File: config.mk
export PLATFORM = sky130hd
export DESIGN_NAME = fp_mul_result_buffer
export DESIGN_NICKNAME = d
export VERILOG_FILES = /design/src/rtl/fp_mul_result_buffer.sv
export SDC_FILE = /design/constraint.sdc
export NUM_CORES = 1
export LEC_CHECK = 0
export CAP_MARGIN = 20
export CORE_AREA = 2 2 109 164
export DETAILED_ROUTE_END_ITERATION = 8
export DIE_AREA = 0 0 111 166
export SYNTH_ARGS = -nofsm -noshare
export SYNTH_HDL_FRONTEND = slang
export SYNTH_SLANG_ARGS = --single-unit
File: constraint.sdc
create_clock -name clk -period 9.2 [get_ports clk]
set_input_delay 1.84 -clock clk [delete_from_list [all_inputs] [get_ports clk]]
set_output_delay 1.84 -clock clk [all_outputs]
set_load 0.05 [all_outputs]
File: src/rtl/fp_mul_result_buffer.sv
// Elastic output stage for the FP32 multiplier: cleans overflow/underflow results to
// signed infinity/zero, queues them in a small FIFO and keeps exception statistics.
module fp_mul_result_buffer #(
    parameter int DEPTH = 4,
    parameter int CNT_W = 8
) (
    input  logic                     clk,
    input  logic                     rst_n,
    input  logic                     in_valid,
    output logic                     in_ready,
    input  logic [31:0]              in_m,
    input  logic                     in_sign,
    input  logic                     in_overflow,
    input  logic                     in_underflow,
    output logic                     out_valid,
    input  logic                     out_ready,
    output logic [31:0]              out_data,
    output logic [1:0]               out_exc,
    output logic [$clog2(DEPTH):0]   level,
    output logic                     sticky_ovf,
    output logic                     sticky_unf,
    output logic [CNT_W-1:0]         ovf_cnt,
    output logic [CNT_W-1:0]         unf_cnt,
    input  logic                     stat_clr
);

    localparam int AW = $clog2(DEPTH);

    logic [AW:0]   wr_ptr;
    logic [AW:0]   rd_ptr;
    logic [31:0]   mem_data [DEPTH];
    logic [1:0]    mem_exc  [DEPTH];
    logic          full;
    logic          empty;
    logic          push;
    logic          pop;
    logic [31:0]   push_word;
    logic [1:0]    push_exc;

    // Extra pointer MSB distinguishes a full FIFO from an empty one
    assign full      = (wr_ptr[AW-1:0] == rd_ptr[AW-1:0]) && (wr_ptr[AW] != rd_ptr[AW]);
    assign empty     = (wr_ptr == rd_ptr);
    assign in_ready  = ~full;
    assign out_valid = ~empty;
    assign push      = in_valid & ~full;
    assign pop       = ~empty & out_ready;
    assign level     = wr_ptr - rd_ptr;

    // Overflow takes priority when the multiplier raises both flags
    always_comb begin
        push_word = in_m;
        push_exc  = 2'b00;
        if (in_overflow) begin
            push_word = {in_sign, 8'hFF, 23'h0};
            push_exc  = 2'b10;
        end else if (in_underflow) begin
            push_word = {in_sign, 31'h0};
            push_exc  = 2'b01;
        end
    end

    always_ff @(posedge clk or negedge rst_n) begin
        if (!rst_n) begin
            wr_ptr <= '0;
            rd_ptr <= '0;
        end else begin
            if (push) wr_ptr <= wr_ptr + 1'b1;
            if (pop)  rd_ptr <= rd_ptr + 1'b1;
        end
    end

    always_ff @(posedge clk) begin
        if (push) begin
            mem_data[wr_ptr[AW-1:0]] <= push_word;
            mem_exc[wr_ptr[AW-1:0]]  <= push_exc;
        end
    end

    // Storage is not reset, so mask the head while empty to present zeros after reset
    assign out_data = empty ? 32'h0 : mem_data[rd_ptr[AW-1:0]];
    assign out_exc  = empty ? 2'b00 : mem_exc[rd_ptr[AW-1:0]];

    always_ff @(posedge clk or negedge rst_n) begin
        if (!rst_n) begin
            sticky_ovf <= 1'b0;
            sticky_unf <= 1'b0;
            ovf_cnt    <= '0;
            unf_cnt    <= '0;
        end else if (stat_clr) begin
            sticky_ovf <= 1'b0;
            sticky_unf <= 1'b0;
            ovf_cnt    <= '0;
            unf_cnt    <= '0;
        end else if (push) begin
            if (push_exc[1]) begin
                sticky_ovf <= 1'b1;
                if (ovf_cnt != '1) ovf_cnt <= ovf_cnt + 1'b1;
            end
            if (push_exc[0]) begin
                sticky_unf <= 1'b1;
                if (unf_cnt != '1) unf_cnt <= unf_cnt + 1'b1;
            end
        end
    end

endmodule

==> results of run 1 <==
-- registers in the layout (all words and copies together) (netlist names) --
signal / cells
mem_data: 128
mem_exc: 8
ovf_cnt: 8
unf_cnt: 8
rd_ptr: 3
wr_ptr: 3
sticky_ovf: 1
sticky_unf: 1
-- worst max-delay path, stage by stage, from the launching register on --
cell and delay (ns):
dfrtp_2 1.01, inv_1 0.10, ha_1 0.30, and2_0 0.24
nand2_1 0.34, buf_16 0.21, and2_1 0.17, clkdlybuf4s50_1 0.81
-- worst max-delay path by stage --
stage / start / to
2_1_floorplan: rd_ptr[1] / out_data[23]
3_3_place_gp: rd_ptr[1] / out_data[2]
3_5_place_dp: rd_ptr[1] / out_data[2]
4_1_cts: rd_ptr[1] / out_data[2]
5_1_grt: rd_ptr[1] / out_data[2]
6_report: rd_ptr[1] / out_exc[0]
-- per-stage QoR --
stage	cell area, sq um	utilization, %	setup WS, ns	cells
6_report	8500	49.8	3.75	714
3_5_place_dp	7940	46.6	4.07	682
3_3_place_gp	7920	46.4	3.64	681
2_1_floorplan	6740	-	4.57	388
5_1_grt	8500	49.8	3.51	714
4_1_cts	8500	49.8	3.61	714
-- per-layer routing --
metal | track usage (%) | wire, um | vias to the layer above | part of all wire, %
met5 | 0 | 0 | - | 0
met4 | 4.29 | 119 | 0 | 0.90
met3 | 4.42 | 573 | 9 | 4.3
met2 | 27.3 | 7220 | 90 | 54
met1 | 17.8 | 5390 | 1848 | 41
li1 | - | - | 1709 | -
-- placed cells by master, fill, tap and decap left out, types with 4 or more instances in the layout --
cell / netlist / routed
nand3_1: 5 / 5
dfrtp_1: 24 / 22
and3_1: 8 / 4
edfxtp_1: 136 / 136
nor2_1: 11 / 10
and3_2: 0 / 4
mux2_2: 6 / 6
clkdlybuf4s50_1: 0 / 96
clkinv_4: 0 / 5
and2_1: 58 / 58
nand2_1: 6 / 6
nand2b_1: 4 / 4
clkbuf_16: 0 / 17
mux4_2: 34 / 34
inv_1: 7 / 7
a21oi_1: 7 / 7
a21o_1: 9 / 9
xnor2_1: 5 / 5
ha_1: 9 / 9
-- cells by family after synthesis --
logic type                 count (synthesis)
xor gates and xnor gates                   7
AOI/OAI and AO/OA                         31
DFF                                      160
adders and majority gates                 10
and+or+nand+nor                          110
muxes                                     43
buffers and inverters                     27
-- layout make-up --
class / count / area share [%]
Clock inverter: 14 / 1.46
Sequential cell: 160 / 55.2
Timing Repair Buffer: 100 / 11.9
Multi-Input combinational cell: 201 / 22.9
Inverter: 8 / 0.353
Clock buffer: 18 / 5.05
Tap cell: 213 / 3.14
==> impl_metrics.tcl, run 1 <==
set metrics [dict create \
    yosys.area_share.adder_pct 1.97 \
    timing.rr.end "unf_cnt[0]" \
    cts_root_buffer "clkbuf_16" \
    htree_levels 4 \
    start_util_pct 39.5 \
    finalHoldViolCount 0 \
    worstSetupPathType "flip-flop to primary output" \
    grt_pass1_wl_um 21500 \
    clock.fmax_mhz 183 \
    drc 0 \
    dr.pass1.iters 4 \
    cts_tree "built" \
    ant_nets 0 \
    clkSinkCount 160 \
    tightestPinTransition_ns 0.989 \
    synth_mux_area_share_pct 12.8 \
    async_flop_share_pct 15.0 \
    outcome "finished clean" \
    clock_skew_ns 0.0112 \
    drive_above_1_share_pct 17.0 \
    holdPathEnd "sticky_unf" \
    dr.first_iter.drc_count 144 \
    synth_common_cells "edfxtp_1 (136), and2_1 (58), mux4_2 (34), dfrtp_1 (24), nor2_1 (11)" \
    slew_headroom_pct 34.1 \
    die-height_um 166 \
    period_share_pct 59.3 \
    grt_max_degree 39 \
    vias 3656 \
    rsz0062_at_grt "false" \
    cp-end-kind "primary output" \
    nFillCells 1444 \
    postCtsSetupBuffers 0 \
    path_clk_slew_ns 0.07 \
    synth_ff_type "edfxtp_1" \
    critical_path_required_ns 7.36 \
    place_congestion 0.785 \
    cp.arrival_ns 3.61 \
    grtUsageTotal_pct 15.2 \
    critPathLaunchType "flip-flop" \
    dieWidth_um 111 \
    synth_top_area_share_pct 60.6 \
    finalSetupViolCount 0 \
    clkLatencyLatePin_ns 0.42 \
    antenna_found_initial 0 \
    syn_to_final_growth_pct 26.1 \
    synth_area_leaders "edfxtp_1 (61%), mux4_2 (11%), dfrtp_1 (8.9%), and2_1 (5.4%), ha_1 (1.7%)" \
    synth_top_family_by_area "multiplexers" \
    hold_path_class "flip-flop to flip-flop" \
    synth_top_area_cell "edfxtp_1" \
    ff2ff_path_depth 6 \
    grt_overflow_total 0 \
    dp_hpwl_um 8050 \
    maxCapViolCount 0 \
    synth_cells 388 \
    multi_input_area_sq_um 1950 \
    synth_seq_cells 160 \
    finalCriticalPeriod_ns 5.45 \
    synth-seq-area-share_pct 69.5 \
    yosysMostFrequentCell "edfxtp_1" \
    rows 59 \
    synth_area_per_cell_sq_um 17.4 \
    syn_nets 438 \
    fin_nets 538 \
    reg2reg_slack_ns 6.00 \
    wl_per_cell_um 18.6 \
    dieArea_sq_um 18400 \
    core_sq_um 17100 \
    diodes 0 \
    yosysWarnings 0 \
    ctsResizeCount 0 \
    cts_inserted_buffers 17 \
    seq_area_sq_um 4690 \
    drv_slew 0 \
    synth_xor_area_share_pct 0.910 \
    holdBufCountCts 0 \
    hold_slack_ns 0.511 \
    synthDistinctLibCells 42 \
    ioPinCount 97 \
    synth-compound-area-share_pct 3.29 \
    fin_tns_setup_ns 0 \
    synth-edff-count 136 \
    worstHoldStart "sticky_unf" \
    grt_pass1_vias 4037 \
    yosys.area_share.simple_pct 9.82 \
    ctsLongestPathBuffers 2 \
    wl_um 13300 \
    cp_max_fo 38 \
    io_buffers 96 \
    min_path_cells 2 \
    synth_area_sq_um 6740 \
    rr_startpoint "rd_ptr[1]" \
    vias_per_cell 5.12 \
]
Power of run 1 is left out: the tool's default activity adds up to more than one toggle a clock period on the data nets, which glitch-free logic cannot reach.
==> run 2: changes to the inputs <==
==> constraint.sdc (replaced) <==
create_clock -name clk -period 5.03 [get_ports clk]
set_input_delay 1.006 -clock clk [delete_from_list [all_inputs] [get_ports clk]]
set_output_delay 1.006 -clock clk [all_outputs]
set_load 0.05 [all_outputs]
==> run 2 against run 1 <==
Setup slack got worse by 2.7 ns. Critical path depth did not move. Via count grew 1.3%. Clock skew fell by 0.00095 ns. Critical path type unchanged. Cell count grew 0.28%. Largest cell class unchanged. Wire length increased by 1.9%. Sequential cell count stayed put.
==> impl_metrics.tcl, run 2 (synthesis results as in run 1) <==
set metrics [dict create \
    syn_to_final_growth_pct 26.1 \
    htree_levels 4 \
    tightestPinTransition_ns 0.974 \
    finalHoldViolCount 0 \
    cp-end-kind "primary output" \
    rows 59 \
    die-height_um 166 \
    drc 0 \
    cts_tree "built" \
    max_stage_delay_ns 0.80 \
    nFillCells 1440 \
    dr.pass1.iters 4 \
    slew_headroom_pct 35.0 \
    place_worst_setup_slack_ns 1.52 \
    ant_nets 0 \
    ctsResizeCount 0 \
    finalWorstSetupSlack_ns 1.09 \
    diodes 0 \
    hold_path_class "flip-flop to flip-flop" \
    ioPinCount 97 \
    holdBufCountCts 0 \
    largest_reg_flops 128 \
    clkLatencyLatePin_ns 0.41 \
    mostFrequentLayoutCells "edfxtp_1 (136), clkdlybuf4s50_1 (96), and2_1 (58)" \
    worstSetupPathType "flip-flop to primary output" \
    clock.fmax_mhz 254 \
    cts_inserted_buffers 17 \
    period_share_pct 78.4 \
    grtUsageTotal_pct 15.2 \
    antenna_found_initial 0 \
    crit_chain "inv_1 > ha_1 > and2_0 > nand2_1 > buf_4 > and2_1 > clkdlybuf4s50_1" \
    rsz0062_at_grt "false" \
    finalCriticalPeriod_ns 3.94 \
    io_buffers 96 \
    fin_nets 540 \
    vias_per_cell 5.17 \
    critical_path_required_ns 4.02 \
    wl_per_cell_um 18.9 \
    place_congestion 0.768 \
    ctsLongestPathBuffers 2 \
    cp.arrival_ns 2.94 \
    vias 3703 \
    clock_skew_ns 0.0103 \
    wl_um 13500 \
    core_sq_um 17100 \
    dp_hpwl_um 8150 \
    clkSinkCount 160 \
    drive_above_1_share_pct 17.1 \
    fin_tns_setup_ns 0 \
    grt_pass1_vias 4031 \
    path_clk_slew_ns 0.07 \
    finalSetupViolCount 0 \
    cp_max_fo 37 \
    maxCapViolCount 0 \
    final_cell_count_no_fill 716 \
    start_util_pct 39.5 \
    dr.first_iter.drc_count 113 \
    dp.cells 684 \
    dieWidth_um 111 \
    dieArea_sq_um 18400 \
    grt_overflow_total 0 \
    grt_max_degree 38 \
    cts_root_buffer "clkbuf_16" \
    grt_pass1_wl_um 21500 \
    critPathLaunchType "flip-flop" \
    drv_slew 0 \
    outcome "finished clean" \
    slowest_stage "clkdlybuf4s50_1" \
    postCtsSetupBuffers 0 \
    final_common_cell "edfxtp_1" \
]
-- run 2: critical path, delay by kind of cell (launching register included) --
family | cells | cell delay, ns
DFF | 1 | 0.42
and+or+nand+nor | 3 | 0.53
buffers and inverters | 3 | 1.26
adders and majority gates | 1 | 0.31
-- run 2: final timing paths --
check / from / cells past startpoint / slack [ns] / end
max: wr_ptr[0] / 7 / 1.09 / out_data[3]
min: sticky_unf / 2 / 0.51 / sticky_unf
max in group asynchronous: rst_n / 2 / 3.81 / rd_ptr[1]
min in group asynchronous: rst_n / 2 / 0.96 / unf_cnt[7]
max reg2reg: wr_ptr[0] / 6 / 2.42 / unf_cnt[0]
min reg2reg: sticky_unf / 2 / 0.51 / sticky_unf
-- run 2: layout make-up --
class	instances	area [sq um]	area share, %
inverters	8	30.0	0.353
flip-flops and latches	160	4690	55.2
clock inverters	13	128	1.50
clock buffers	19	433	5.09
well taps	213	267	3.14
multi-input cells	201	1950	22.9
repair buffers	102	1010	11.8
-- run 2: stage by stage --
stage | cell area [sq um] | hold WS (ns) | utilization [%]
finish | 8500 | 0.512 | 49.8
global route | 8500 | 0.541 | 49.8
CTS | 8500 | 0.521 | 49.8
detailed placement | 7940 | 0.505 | 46.5
global placement | 7940 | 0.495 | 46.5
floorplan | 6740 | 0.498 | -
-- run 2: routing by layer --
layer	up-vias	share of wire [%]	GRT usage, %
met5	-	0	0
met1	1902	40	17.1
met2	84	54	27.7
li1	1704	-	-
met4	0	1.3	4.67
met3	13	4.3	4.16
Power of run 2 is left out for the same reason.
